`config.mk`:
```
export PLATFORM = sky130hd
export DESIGN_NAME = fpu_addsub_pipe
export DESIGN_NICKNAME = d
export VERILOG_FILES = /design/src/rtl/fpu_pkg.sv /design/src/rtl/fpu_lzc.sv /design/src/rtl/fpu_addsub_pipe.sv
export SDC_FILE = /design/constraint.sdc
export NUM_CORES = 1
export LEC_CHECK = 0
export BUFFER_PORTS_ARGS = -buffer_cell sky130_fd_sc_hd__clkbuf_2
export CAP_MARGIN = 10
export CORE_MARGIN = 3
export CORE_UTILIZATION = 33
export CTS_CLUSTER_SIZE = 28
export DETAILED_ROUTE_END_ITERATION = 10
export GPL_TIMING_DRIVEN = 1
export SYNTH_ARGS = -nofsm -noshare
export SYNTH_HDL_FRONTEND = slang
export SYNTH_HIERARCHICAL = 1
export SYNTH_SLANG_ARGS = --single-unit
export TNS_END_PERCENT = 100
```
`constraint.sdc`:
```
create_clock -name clk -period 8.8 [get_ports clk]
set_clock_uncertainty 0.2 [all_clocks]
set_input_delay 1.76 -clock clk [delete_from_list [all_inputs] [get_ports clk]]
set_output_delay 1.76 -clock clk [all_outputs]
set_load 0.005 [all_outputs]
```
`src/rtl/fpu_pkg.sv`:
```
// Shared definitions for the pipelined floating-point add/subtract unit.
// Holds format defaults, the exponent bias helper and stage-record widths.
package fpu_pkg;

    localparam int EXP_W_DEF = 8;
    localparam int MAN_W_DEF = 23;
    localparam int GUARD_W   = 2;

    function automatic int bias(input int exp_w);
        return (1 << (exp_w - 1)) - 1;
    endfunction

    // Significand record: carry bit, hidden bit, stored fraction, guard bits.
    function automatic int sig_w(input int man_w);
        return man_w + 2 + GUARD_W;
    endfunction

    function automatic int lzc_w(input int man_w);
        return $clog2(sig_w(man_w) + 1);
    endfunction

endpackage

```
`src/rtl/fpu_lzc.sv`:
```
// Parametrised leading-zero counter; an all-zero input reports W.
module fpu_lzc #(
    parameter int W  = 27,
    parameter int CW = $clog2(W + 1)
) (
    input  logic [W-1:0]  value,
    output logic [CW-1:0] count
);

    // Scanning upward lets the highest set bit win.
    always_comb begin
        count = CW'(W);
        for (int i = 0; i < W; i++) begin
            if (value[i]) begin
                count = CW'(W - 1 - i);
            end
        end
    end

endmodule

```
`src/rtl/fpu_addsub_pipe.sv`:
```
// Three-stage add/subtract for a simplified binary float format (no subnormals,
// infinities or NaNs), truncating toward zero, with valid/ready flow control.
module fpu_addsub_pipe
    import fpu_pkg::*;
#(
    parameter int EXP_W = EXP_W_DEF,
    parameter int MAN_W = MAN_W_DEF
) (
    input  logic                     clk,
    input  logic                     rst,
    input  logic                     in_valid,
    output logic                     in_ready,
    input  logic [1+EXP_W+MAN_W-1:0] A,
    input  logic [1+EXP_W+MAN_W-1:0] B,
    input  logic                     op,
    output logic                     out_valid,
    input  logic                     out_ready,
    output logic [1+EXP_W+MAN_W-1:0] result,
    output logic                     overFlow,
    output logic                     underFlow
);

    localparam int W   = 1 + EXP_W + MAN_W;
    localparam int SW  = sig_w(MAN_W);
    localparam int LZW = lzc_w(MAN_W);

    logic advance;

    assign advance  = !(out_valid && !out_ready);
    assign in_ready = advance;

    logic               sign_a, sign_b, sign_l, sign_s, a_big;
    logic [EXP_W-1:0]   exp_a, exp_b, exp_l, exp_s, exp_diff;
    logic [MAN_W-1:0]   frac_a, frac_b, frac_l, frac_s;
    logic [W-2:0]       key_a, key_b;
    logic [SW-1:0]      sig_l, sig_s_full, sig_s;

    assign sign_a = A[W-1];
    assign exp_a  = A[W-2:MAN_W];
    assign frac_a = A[MAN_W-1:0];
    assign sign_b = B[W-1] ^ op;
    assign exp_b  = B[W-2:MAN_W];
    assign frac_b = B[MAN_W-1:0];

    // A zero exponent means zero regardless of fraction, so it ranks lowest.
    assign key_a = (exp_a == '0) ? '0 : {exp_a, frac_a};
    assign key_b = (exp_b == '0) ? '0 : {exp_b, frac_b};
    assign a_big = (key_a >= key_b);

    always_comb begin
        sign_l = a_big ? sign_a : sign_b;
        sign_s = a_big ? sign_b : sign_a;
        exp_l  = a_big ? exp_a  : exp_b;
        exp_s  = a_big ? exp_b  : exp_a;
        frac_l = a_big ? frac_a : frac_b;
        frac_s = a_big ? frac_b : frac_a;

        exp_diff   = exp_l - exp_s;
        sig_l      = (exp_l == '0) ? '0 : {1'b0, 1'b1, frac_l, {GUARD_W{1'b0}}};
        sig_s_full = (exp_s == '0) ? '0 : {1'b0, 1'b1, frac_s, {GUARD_W{1'b0}}};
        sig_s      = (int'(exp_diff) >= MAN_W + 3) ? '0 : (sig_s_full >> exp_diff);
    end

    logic               v1, s1_sign, s1_sub;
    logic [EXP_W-1:0]   s1_exp;
    logic [SW-1:0]      s1_ml, s1_ms;

    logic               v2, s2_sign;
    logic [EXP_W-1:0]   s2_exp;
    logic [SW-1:0]      s2_sum;

    logic [LZW-1:0]     lz;

    fpu_lzc #(
        .W  (SW),
        .CW (LZW)
    ) u_lzc (
        .value (s2_sum),
        .count (lz)
    );

    int                 exp_norm;
    logic [SW-1:0]      norm;
    logic [W-1:0]       s3_result;
    logic               s3_ovf, s3_unf;
    logic               unused_norm_bits;

    // A carry-out gives lz == 0, so one expression covers both shift directions.
    always_comb begin
        exp_norm  = int'(s2_exp) + 1 - int'(lz);
        norm      = (lz == '0) ? (s2_sum >> 1) : (s2_sum << (lz - LZW'(1)));
        s3_result = '0;
        s3_ovf    = 1'b0;
        s3_unf    = 1'b0;
        if (s2_sum != '0) begin
            if (exp_norm >= (1 << EXP_W) - 1) begin
                s3_ovf = 1'b1;
            end else if (exp_norm <= 0) begin
                s3_unf = 1'b1;
            end else begin
                s3_result = {s2_sign, exp_norm[EXP_W-1:0], norm[MAN_W+1:GUARD_W]};
            end
        end
    end

    assign unused_norm_bits = ^{norm[SW-1:MAN_W+2], norm[GUARD_W-1:0]};

    always_ff @(posedge clk) begin
        if (rst) begin
            v1        <= 1'b0;
            v2        <= 1'b0;
            out_valid <= 1'b0;
            result    <= '0;
            overFlow  <= 1'b0;
            underFlow <= 1'b0;
        end else if (advance) begin
            v1      <= in_valid;
            s1_sign <= sign_l;
            s1_sub  <= sign_l ^ sign_s;
            s1_exp  <= exp_l;
            s1_ml   <= sig_l;
            s1_ms   <= sig_s;

            v2      <= v1;
            s2_sign <= s1_sign;
            s2_exp  <= s1_exp;
            s2_sum  <= s1_sub ? (s1_ml - s1_ms) : (s1_ml + s1_ms);

            out_valid <= v2;
            if (v2) begin
                result    <= s3_result;
                overFlow  <= s3_ovf;
                underFlow <= s3_unf;
            end
        end
    end

endmodule

```
**After elaboration in Yosys (flattened, before gate mapping)**

Cells that the tools add are included.

- Word-level logic and storage cells: 89
- Register bits: 137
- Output and inout bits: 36
- Bits of input ports: 69

- Reductions and logical operators: 11
- Add/subtract/negate cells: 6
- Bitwise gates (word level): 4
- Magnitude comparators: 4
- Shifts and indexed selects: 2
- Mux-type cells: 47

Operator list:

| operator | count |
|---|---|
| two-way mux 32 bit | 3 |
| two-way mux 5 bit | 16 |
| two-way mux 31 bit | 2 |
| two-way mux 26 bit | 2 |
| two-way mux 23 bit | 2 |
| zero test 8 bit | 4 |
| two-way mux 4 bit | 8 |
| greater-or-equal comparator 31 bit | 1 |
| adder 27 bit | 1 |
| two-way mux 27 bit | 1 |
| nonzero test 27 bit | 1 |
| left shift 27 x 5 -> 25 bit | 1 |
| >> shifter 26 x 8 -> 27 bit | 1 |
| subtractor 27 bit | 1 |
| two-way mux 25 bit | 1 |
| two-way mux 8 bit | 2 |
| greater-or-equal comparator 10 x 9 -> 1 bit, second input constant | 1 |
| less-or-equal comparator 10 x 1 -> 1 bit, second input constant | 1 |
| subtractor 9 x 5 -> 10 bit | 1 |
| adder 8 x 1 -> 9 bit, second input constant | 1 |
| greater-or-equal comparator 8 x 5 -> 1 bit, second input constant | 1 |
| two-way mux 1 bit | 8 |
| subtractor 8 bit | 1 |
| zero test 5 bit | 1 |
| other kinds (7) | 12 |

**Depth between registers and ports, before layout**

Gate-level depths: netlist of the first run.

- Depth after elaboration: 33
- Depth in mapped cells: 27
- Depth with buffers taken out: 19

**Modules after synthesis**

The synthesis of the first run kept the hierarchy.

Modules (own cells, without submodules):

| module | cells each | seq. area each (µm²) | instances | area each (µm²) |
|---|---|---|---|---|
| fpu_addsub_pipe | 1344 | 3623.5 | 1 | 11682.5 |
| fpu_lzc | 51 | 0.0 | 1 | 277.8 |

**Least setup slack after synthesis of the first run**

OpenSTA, ideal clock, no wires.

- Path type: input port to flip-flop
- Start point: input port A[24]
- End point: register s1_ms[4] (data pin)
- Slack: 1.622 ns
- Required time: 8.342 ns
- Library setup time: 0.258 ns
- Arrival: 6.720 ns
- Path buffers: 8
- Cell stages on the path: 25
- Cell sequence: clkbuf_1 -> nor4_1 -> nand2_1 -> clkbuf_1 -> and2_1 -> ha_1 -> a21oi_1 -> o21ai_0 -> a221o_1 -> or2_1 -> buf_6 -> a21oi_4 -> buf_6 -> buf_2 -> buf_1 -> a21oi_1 -> ha_1 -> or3_1 -> o21ai_1 -> or2_1 -> buf_2 -> buf_4 -> mux2i_1 -> and2_1 -> o221a_1

- Longest elaborated chain between the ends: 7
- Elaborated cells between the ends (all ways): 11
- Classes of those cells: 1 x add/sub; 2 x order compare; 1 x shift; 5 x mux; 2 x reduce/logical

Ends and longest elaborated chain:

| item | RTL line | text |
|---|---|---|
| start, declared | fpu_addsub_pipe.sv:13 | `input logic [1+EXP_W+MAN_W-1:0] A,` |
| branches (longest 7 deep; another with greater-or-equal comparator 31 bit) | n/a |  |
| end signal, assigned | fpu_addsub_pipe.sv:122 | `s1_ms <= sig_s;` |
| end, declared | fpu_addsub_pipe.sv:66 | `logic [SW-1:0] s1_ml, s1_ms;` |

Parallel ways; which one is timed is not known.
A chain may end at the register's enable or synchronous reset.

**Worst setup path in the final report of the first run**

- Start point: input port A[27]
- End point: register s1_ms[3] (data pin)

Same word-level chain as after synthesis.

==> impl_metrics.env, run 1 <==
export IMPL_antenna_found_initial=0
export IMPL_grt_overflow=0
export IMPL_cp_arrival_ps=7380
export IMPL_die_x_um=196
export IMPL_nets=1593
export IMPL_slowest_stage="nor2_1"
export IMPL_cts_tree="yes"
export IMPL_postRouteAntennaNets=0
export IMPL_finalHoldViolCount=0
export IMPL_fillers=3705
export IMPL_grt_max_degree=60
export IMPL_final_instance_count_excl_fill=1926
export IMPL_clk_pin_slew_worst_paths_ps=70
export IMPL_die_area_um2=38600
export IMPL_cts_sinks=133
export IMPL_syn_num_nets=1536
export IMPL_netlist_top_cells_area="edfxtp_1 (24%), mux2i_1 (7.9%), ha_1 (7.4%)"
export IMPL_relSlewSlack=0.220
export IMPL_total_power_mw=3.17
export IMPL_reg2reg_depth=15
export IMPL_seq_area_frac_synth=0.303
export IMPL_drc=0
export IMPL_start_util=0.335
export IMPL_die_h_um=196
export IMPL_multi_input_area_um2=7840
export IMPL_yosysMostFrequentCell="nand2_1"
export IMPL_setup_tns_ps=0
export IMPL_fmax_ghz=0.137
export IMPL_rr_endpoint="result[13]"
export IMPL_endpoint="s1_ms[3]"
export IMPL_cts_hold_fix_buffers=0
export IMPL_required_ps=8890
export IMPL_grt_pass1_wl_um=53600
export IMPL_root_buffer="clkbuf_16"
export IMPL_areaGrowthSynthToFinish_pct=12.4
export IMPL_vias_per_cell=5.57
export IMPL_wl_um=33600
export IMPL_ir_drop_mv=0.149
export IMPL_groute_usage_overall=0.169
export IMPL_tightestPinTransition_ps=1170
export IMPL_synth_edf_count=96
export IMPL_reg2reg_setup_slack_ps=3440
export IMPL_insertion_delay_ps=420
export IMPL_setup_viol_count_final=0
export IMPL_hold_class="reg -> reg"
export IMPL_startpoint_type="input pin"
export IMPL_syn_avg_cell_area_um2=8.57
export IMPL_cts_repair_resized=0
export IMPL_hpwl_um=25900
export IMPL_synth_cells=1395
export IMPL_maxCapViolations=0
export IMPL_cp_top_family="simple AND/OR/NAND/NOR gates"
export IMPL_synth_area_um2=12000
export IMPL_rsz0062_at_grt="no"
export IMPL_leakage_nw=5.51
export IMPL_postCtsSetupRepairBufs=0
export IMPL_core_um2=35700
export IMPL_synth_top_cell_area_share=0.241
export IMPL_yosysWarnings=6
export IMPL_p_per_area_nw_per_um2=236
export IMPL_slew_violations=0
export IMPL_synth_common_cells="nand2_1 (191), a21oi_1 (125), nor2_1 (108)"
export IMPL_critPathKind="in -> reg"
export IMPL_antenna_cells=0
export IMPL_htree_levels=4
export IMPL_cts_buffers=17
export IMPL_status="finished, final reports clean"
export IMPL_cp_slowest_stage_delay_ps=900
export IMPL_first_pass_iters=5
export IMPL_synth_cell_types=79
export IMPL_min_period_ps=7290
export IMPL_io_pins=105
export IMPL_drt_iter0_markers=736
export IMPL_path_cells="clkbuf_2 > nor4_1 > nand2_1 > and2_1 > ha_1 > a21oi_1 > o21ai_0 > a221o_1 > or2_1 > a21oi_4 > nor2_1 > a21oi_1 > ha_1 > nor3_1 > o211ai_1 > o21ai_1 > nor2_1 > buf_4 > a31oi_1 > a221oi_1 > o311a_1"
export IMPL_ys_ff_latch=133
export IMPL_port_buffer_count=104
export IMPL_cp_depth=21
export IMPL_cp_startpoint="A[27]"
export IMPL_worst_path_buf_inv=2
export IMPL_gp_congestion=0.903
export IMPL_async_reset_ff_frac=0
export IMPL_endpoint_kind="flop"
export IMPL_crit_fanout=23
export IMPL_r2r_start="s2_sum[3]"
export IMPL_cts_path_max_buffers=2
export IMPL_dp_cells=1893
export IMPL_drive_gt1_frac=0.143
export IMPL_grt_pass1_vias=10100
export IMPL_fin_crit_sh=0.828
export IMPL_wire_per_inst_um=17.5
export IMPL_vias=10700
export IMPL_ys_flop_type="edfxtp_1"
export IMPL_ff_latch_area_um2=3620
export IMPL_row_count=69
export IMPL_utilization=0.377
export IMPL_synth_top_area_cell="edfxtp_1"
-- flip-flops by register name, summed over array words and instances (netlist names) --
name       count
result        32
v1             1
s2_sum        27
s2_exp         8
v2             1
s1_sign        1
out_valid      1
s1_sub         1
underFlow      1
s2_sign        1
s1_ms         26
s1_ml         24
s1_exp         8
overFlow       1
-- layer usage --
metal,track usage,up-vias,share of wire
met5,0,-,0
met4,0.0481,0,0.019
met3,0.0190,45,0.047
met2,0.274,348,0.46
met1,0.241,5057,0.48
li1,-,5279,-
-- logic make-up (layout without fill, tap and decap cells) --
| kind of cell | after synthesis | in the layout | share of synthesized area |
|---|---|---|---|
| xor+xnor | 58 | 58 | 0.0425 |
| compound gates | 386 | 386 | 0.213 |
| simple gates | 492 | 492 | 0.194 |
| flops | 133 | 133 | 0.303 |
| mux | 124 | 124 | 0.126 |
| fa+ha+maj | 73 | 73 | 0.0768 |
| buf+inv | 129 | 199 | 0.0451 |
-- area by class of cell --
cell class,instances,share of cell area
multi-input cells,1133,0.583
clock inverters,15,0.0124
repair buffers,121,0.0482
inverters,46,0.0128
clock buffers,17,0.0316
well taps,461,0.0429
flip-flops and latches,133,0.269
-- per-stage QoR --
stage | instance area (µm²) | worst slack (ps) | hold slack, ps
3_3_place_gp | 12800 | 1320 | 204
6_report | 13400 | 1510 | 220
5_1_grt | 13400 | 1080 | 234
2_1_floorplan | 12000 | 1620 | 200
4_1_cts | 13400 | 1650 | 219
3_5_place_dp | 12800 | 1210 | 205
-- cell usage in the layout, fill, tap and decap left out, types with 9 or more instances in the layout --
| cell type | n |
|---|---|
| a211oi_1 | 18 |
| xnor2_1 | 49 |
| o21a_1 | 12 |
| o211ai_1 | 19 |
| o22ai_1 | 9 |
| edfxtp_1 | 96 |
| a21oi_1 | 124 |
| o21ai_0 | 63 |
| mux4_2 | 20 |
| mux2i_1 | 94 |
| dfxtp_1 | 37 |
| a21o_1 | 17 |
| nor3_1 | 26 |
| and2_1 | 38 |
| nand2b_1 | 16 |
| a32o_1 | 9 |
| clkbuf_16 | 17 |
| mux2_2 | 10 |
| clkbuf_2 | 104 |
| buf_4 | 17 |
| nand3_1 | 19 |
| and3_1 | 9 |
| nand2_1 | 191 |
| xor2_1 | 9 |
| nor2_1 | 107 |
| a22o_1 | 22 |
| a31oi_1 | 17 |
| ha_1 | 71 |
| nor2b_1 | 21 |
| inv_1 | 46 |
| nor4_1 | 27 |
-- power breakdown --
group	switching [mW]	internal [mW]
clock	0.294	0.424
combinational	0.927	0.626
sequential	0.122	0.776
-- worst min-delay path by stage --
stage | startpoint | to | slack [ps] | cells after the start
floorplan | s1_exp[0] | s2_exp[0] | 200 | 0
global placement | s1_exp[1] | s2_exp[1] | 200 | 0
detailed placement | s1_sign | s2_sign | 210 | 0
CTS | s1_sign | s2_sign | 220 | 0
global route | s1_exp[2] | s2_exp[2] | 230 | 0
finish | s1_sign | s2_sign | 220 | 0
Note: power is estimated with default switching activity, not from simulation.
==> run 2, diff against run 1 <==
ABC_AREA = 1   (was unset)
clock period = 6 ns   (was 8.8 ns; I/O delays follow)
==> impl_metrics.env, run 2 <==
export IMPL_row_count=69
export IMPL_antenna_found_initial=0
export IMPL_io_pins=105
export IMPL_min_period_ps=5340
export IMPL_die_area_um2=38700
export IMPL_synth_top_area_cell="edfxtp_1"
export IMPL_critPathMostFrequentCell="nand2_1"
export IMPL_gp_congestion=0.962
export IMPL_netlist_top_cells_area="edfxtp_1 (24%), nand2_1 (14%), ha_1 (7.4%)"
export IMPL_port_buffer_count=104
export IMPL_grt_max_degree=63
export IMPL_finalHoldViolCount=0
export IMPL_fin_crit_sh=0.890
export IMPL_setup_tns_ps=0
export IMPL_dpl_worst_slack_ps=229
export IMPL_grt_overflow=0
export IMPL_wire_per_inst_um=16.2
export IMPL_endpoint_kind="flop"
export IMPL_p_per_area_nw_per_um2=346
export IMPL_mostFrequentLayoutCells="nand2_1 (436), inv_1 (192), nand3_1 (158)"
export IMPL_die_x_um=197
export IMPL_nets=1974
export IMPL_fmax_ghz=0.187
export IMPL_syn_num_nets=1906
export IMPL_cts_path_max_buffers=2
export IMPL_worst_path_buf_inv=6
export IMPL_seq_area_frac_synth=0.302
export IMPL_dpl_cell_area_um2=13100
export IMPL_rsz0062_at_grt="no"
export IMPL_postRouteAntennaNets=0
export IMPL_root_buffer="clkbuf_16"
export IMPL_startpoint_type="input pin"
export IMPL_ir_drop_mv=0.216
export IMPL_vias=12200
export IMPL_drt_iter0_markers=1197
export IMPL_cts_hold_fix_buffers=0
export IMPL_required_ps=5980
export IMPL_antenna_cells=0
export IMPL_setup_ws_ps=658
export IMPL_crit_fanout=22
export IMPL_leakage_nw=6.27
export IMPL_core_um2=35700
export IMPL_synth_area_um2=12000
export IMPL_wl_um=37300
export IMPL_reg_top3="result: 32 flops, s2_sum: 27 flops, s1_ms: 26 flops"
export IMPL_vias_per_cell=5.27
export IMPL_final_common_cell="nand2_1"
export IMPL_synth_cells=1765
export IMPL_drive_gt1_frac=0.120
export IMPL_die_h_um=197
export IMPL_hold_class="reg -> reg"
export IMPL_syn_avg_cell_area_um2=6.81
export IMPL_ys_ff_latch=133
export IMPL_ys_flop_type="edfxtp_1"
export IMPL_cp_arrival_ps=5320
export IMPL_status="finished, final reports clean"
export IMPL_synth_common_cells="nand2_1 (436), inv_1 (192), nand3_1 (158)"
export IMPL_cts_sinks=133
export IMPL_synth_top_cell_area_share=0.240
export IMPL_cp_slowest_stage_delay_ps=360
export IMPL_fillers=3833
export IMPL_total_power_mw=4.74
export IMPL_largest_reg_flops=32
export IMPL_regMostFlops="result"
export IMPL_async_reset_ff_frac=0
export IMPL_yosysWarnings=6
export IMPL_slowest_stage="nor2_4"
export IMPL_synth_edf_count=96
export IMPL_start_util=0.336
export IMPL_holdWs_ps=219
export IMPL_relSlewSlack=0.405
export IMPL_htree_levels=4
export IMPL_cts_buffers=17
export IMPL_cp_top_family="simple AND/OR/NAND/NOR gates"
export IMPL_maxCapViolations=0
export IMPL_tightestPinTransition_ps=887
export IMPL_clk_pin_slew_worst_paths_ps=60
export IMPL_first_pass_iters=8
export IMPL_synth_cell_types=55
export IMPL_insertion_delay_ps=430
export IMPL_grt_pass1_vias=11200
export IMPL_setup_viol_count_final=0
export IMPL_cts_tree="yes"
export IMPL_slew_violations=0
export IMPL_areaGrowthSynthToFinish_pct=14.1
export IMPL_grt_pass1_wl_um=59400
export IMPL_critPathKind="in -> reg"
export IMPL_yosysMostFrequentCell="nand2_1"
export IMPL_groute_usage_overall=0.189
export IMPL_final_area_um2=13700
export IMPL_drc=0
export IMPL_hpwl_um=30100
-- run 2: changes by cell type in the layout (fill, tap and decap cells not counted), sizes merged, moves of 29 or more --
cell / change
xor2: +38
nand3: +146
nand4: +59
o21ai: +34
xnor2: -29
inv: +157
nor2: +44
a21oi: +32
and2: -35
mux2i: -83
nand2: +256
-- run 2: final timing paths --
path,slack (ps),cells after the start,end,from
setup / recovery,660,29,s1_ms[5],A[24]
hold / removal,220,0,s2_exp[2],s1_exp[2]
setup reg to reg,800,43,result[14],s2_sum[0]
hold reg to reg,220,0,s2_exp[2],s1_exp[2]
-- run 2: through the flow --
step	util	cells
after global placement	0.365	2275
final	0.383	2307
after CTS	0.383	2307
after global routing	0.383	2307
after floorplan	-	1765
after detailed placement	0.365	2275
-- run 2: worst register-to-register path: cells and delay by family (launching register included) --
family,cells,cell delay (ps)
DFF,1,450
xor gates and xnor gates,1,130
buffers and inverters,2,350
adders and majority gates,3,860
and+or+nand+nor,30,2130
AOI/OAI and AO/OA,7,1040
-- run 2: metal layers --
layer  up-vias  share of wire  track usage
li1       6082              -            -
met5         -              0            0
met1      5554           0.46        0.261
met4         0          0.032       0.0668
met3        73          0.058       0.0282
met2       457           0.45        0.303
-- run 2: kinds of logic (layout without fill, tap and decap cells) --
kind of cell | count (synthesis) | count (layout) | synth area share
simple gates | 873 | 873 | 0.320
compound gates | 317 | 317 | 0.144
buf+inv | 292 | 373 | 0.0987
flops | 133 | 133 | 0.302
fa+ha+maj | 72 | 72 | 0.0756
xor+xnor | 67 | 67 | 0.0501
mux | 11 | 11 | 0.00917
-- run 2: area by class of cell --
cell class,count,area [µm²],area share
flip-flops and latches,133,3620,0.264
multi-input cells,1340,7230,0.528
well taps,461,577,0.0421
clock buffers,17,425,0.0310
repair buffers,138,863,0.0630
inverters,203,776,0.0566
clock inverters,15,209,0.0152
-- run 2: power breakdown --
part	internal [mW]	leakage, nW	switching (mW)
clock	0.675	0.309	0.449
sequential	1.15	1.25	0.117
combinational	0.792	4.71	1.55
-- run 2: what timing repair did --
item                       in CTS  in global routing
setup endpoints to repair       0                 22
setup buffers                   0                  0
resized for setup               0                  3
==> run 3, diff against run 2 <==
CORE_ASPECT_RATIO = 1.25   (was unset)
==> impl_metrics.env, run 3 (synthesis gave the netlist of run 2 again) <==
export IMPL_io_pins=105
export IMPL_cp_slowest_stage_delay_ps=310
export IMPL_insertion_delay_ps=420
export IMPL_status="finished, final reports clean"
export IMPL_die_x_um=177
export IMPL_fin_crit_sh=0.915
export IMPL_port_buffer_count=104
export IMPL_fmax_ghz=0.182
export IMPL_start_util=0.337
export IMPL_p_per_area_nw_per_um2=342
export IMPL_final_common_cell="nand2_1"
export IMPL_startpoint_type="input pin"
export IMPL_grt_pass1_vias=11500
export IMPL_largest_reg_flops=32
export IMPL_core_um2=35600
export IMPL_finalHoldViolCount=0
export IMPL_cts_tree="yes"
export IMPL_tightestPinTransition_ps=935
export IMPL_rsz0062_at_grt="no"
export IMPL_reg2reg_depth=43
export IMPL_areaGrowthSynthToFinish_pct=13.3
export IMPL_die_h_um=219
export IMPL_antenna_found_initial=0
export IMPL_regMostFlops="result"
export IMPL_critPathKind="in -> reg"
export IMPL_htree_levels=4
export IMPL_groute_usage_overall=0.190
export IMPL_root_buffer="clkbuf_16"
export IMPL_nets=1971
export IMPL_slowest_stage="ha_1"
export IMPL_endpoint_kind="flop"
export IMPL_drive_gt1_frac=0.117
export IMPL_total_power_mw=4.65
export IMPL_antenna_cells=0
export IMPL_relSlewSlack=0.375
export IMPL_ir_drop_mv=0.143
export IMPL_crit_fanout=35
export IMPL_drc=0
export IMPL_cts_path_max_buffers=2
export IMPL_row_count=77
export IMPL_wl_um=36800
export IMPL_maxCapViolations=0
export IMPL_postRouteAntennaNets=0
export IMPL_vias=12000
export IMPL_hpwl_um=29600
export IMPL_first_pass_iters=5
export IMPL_mostFrequentLayoutCells="nand2_1 (436), inv_1 (192), nand3_1 (158)"
export IMPL_grt_max_degree=45
export IMPL_drt_iter0_markers=916
export IMPL_cts_repair_resized=0
export IMPL_cts_sinks=133
export IMPL_cts_buffers=17
export IMPL_grt_pass1_wl_um=59400
export IMPL_setup_tns_ps=0
export IMPL_min_path_cells=0
export IMPL_vias_per_cell=5.18
export IMPL_min_period_ps=5490
export IMPL_cp_arrival_ps=5470
export IMPL_gp_congestion=0.965
export IMPL_hold_class="reg -> reg"
export IMPL_cts_hold_fix_buffers=0
export IMPL_wire_per_inst_um=15.9
export IMPL_leakage_nw=6.22
export IMPL_reg2reg_setup_slack_ps=790
export IMPL_die_area_um2=38700
export IMPL_required_ps=5980
export IMPL_clk_pin_slew_worst_paths_ps=60
export IMPL_reg_top3="result: 32 flops, s2_sum: 27 flops, s1_ms: 26 flops"
export IMPL_critPathMostFrequentCell="nand2_1"
export IMPL_postCtsSetupRepairBufs=0
export IMPL_grt_overflow=0
export IMPL_setup_viol_count_final=0
export IMPL_slew_violations=0
==> run 3: cell types whose count changed in the layout (fill, tap and decap cells not counted), moves of 2 or more <==
cell	delta
buf_12	-3
clkinv_1	+2
clkinv_4	+2
inv_6	-2
==> run 3: critical path: cells and delay by family <==
kind	cells	cell delay [ps]
fa+ha+maj	2	490
compound gates	2	310
simple gates	22	2770
buf+inv	5	690
==> run 3: through the flow <==
stage / area (µm²) / worst slack, ps / utilization / hold slack (ps) / instances
after detailed placement: 13000 / 79.8 / 0.365 / 205 / 2285
after floorplan: 12000 / 1060 / - / 200 / 1765
after global routing: 13600 / 139 / 0.382 / 239 / 2317
after global placement: 13000 / 139 / 0.365 / 206 / 2285
after CTS: 13600 / 524 / 0.382 / 216 / 2317
final: 13600 / 511 / 0.382 / 216 / 2317
==> run 3: worst paths after layout <==
path / startpoint / end
setup / recovery: A[24] / s1_ms[4]
hold / removal: s1_exp[6] / s2_exp[6]
setup reg to reg: s2_sum[0] / result[15]
hold reg to reg: s1_exp[6] / s2_exp[6]
==> run 3: cell type report <==
cell class | count | area, µm²
clock inverters | 15 | 166
clock buffers | 17 | 425
flip-flops and latches | 133 | 3620
multi-input cells | 1340 | 7220
fillers | 3855 | 22000
inverters | 203 | 776
repair buffers | 135 | 803
well taps | 474 | 593
==> run 3: power breakdown <==
| part | leakage, nW | switching [mW] | internal [mW] |
|---|---|---|---|
| clock network | 0.284 | 0.427 | 0.622 |
| logic | 4.69 | 1.55 | 0.781 |
| registers | 1.25 | 0.115 | 1.15 |
==> run 3: layer usage <==
| layer | GRT usage | wire [µm] | up-vias |
|---|---|---|---|
| met4 | 0.0734 | 1360 | 0 |
| met3 | 0.0213 | 1340 | 83 |
| li1 | - | - | 6067 |
| met5 | 0 | 0 | - |
| met1 | 0.224 | 15300 | 5510 |
| met2 | 0.350 | 18800 | 346 |
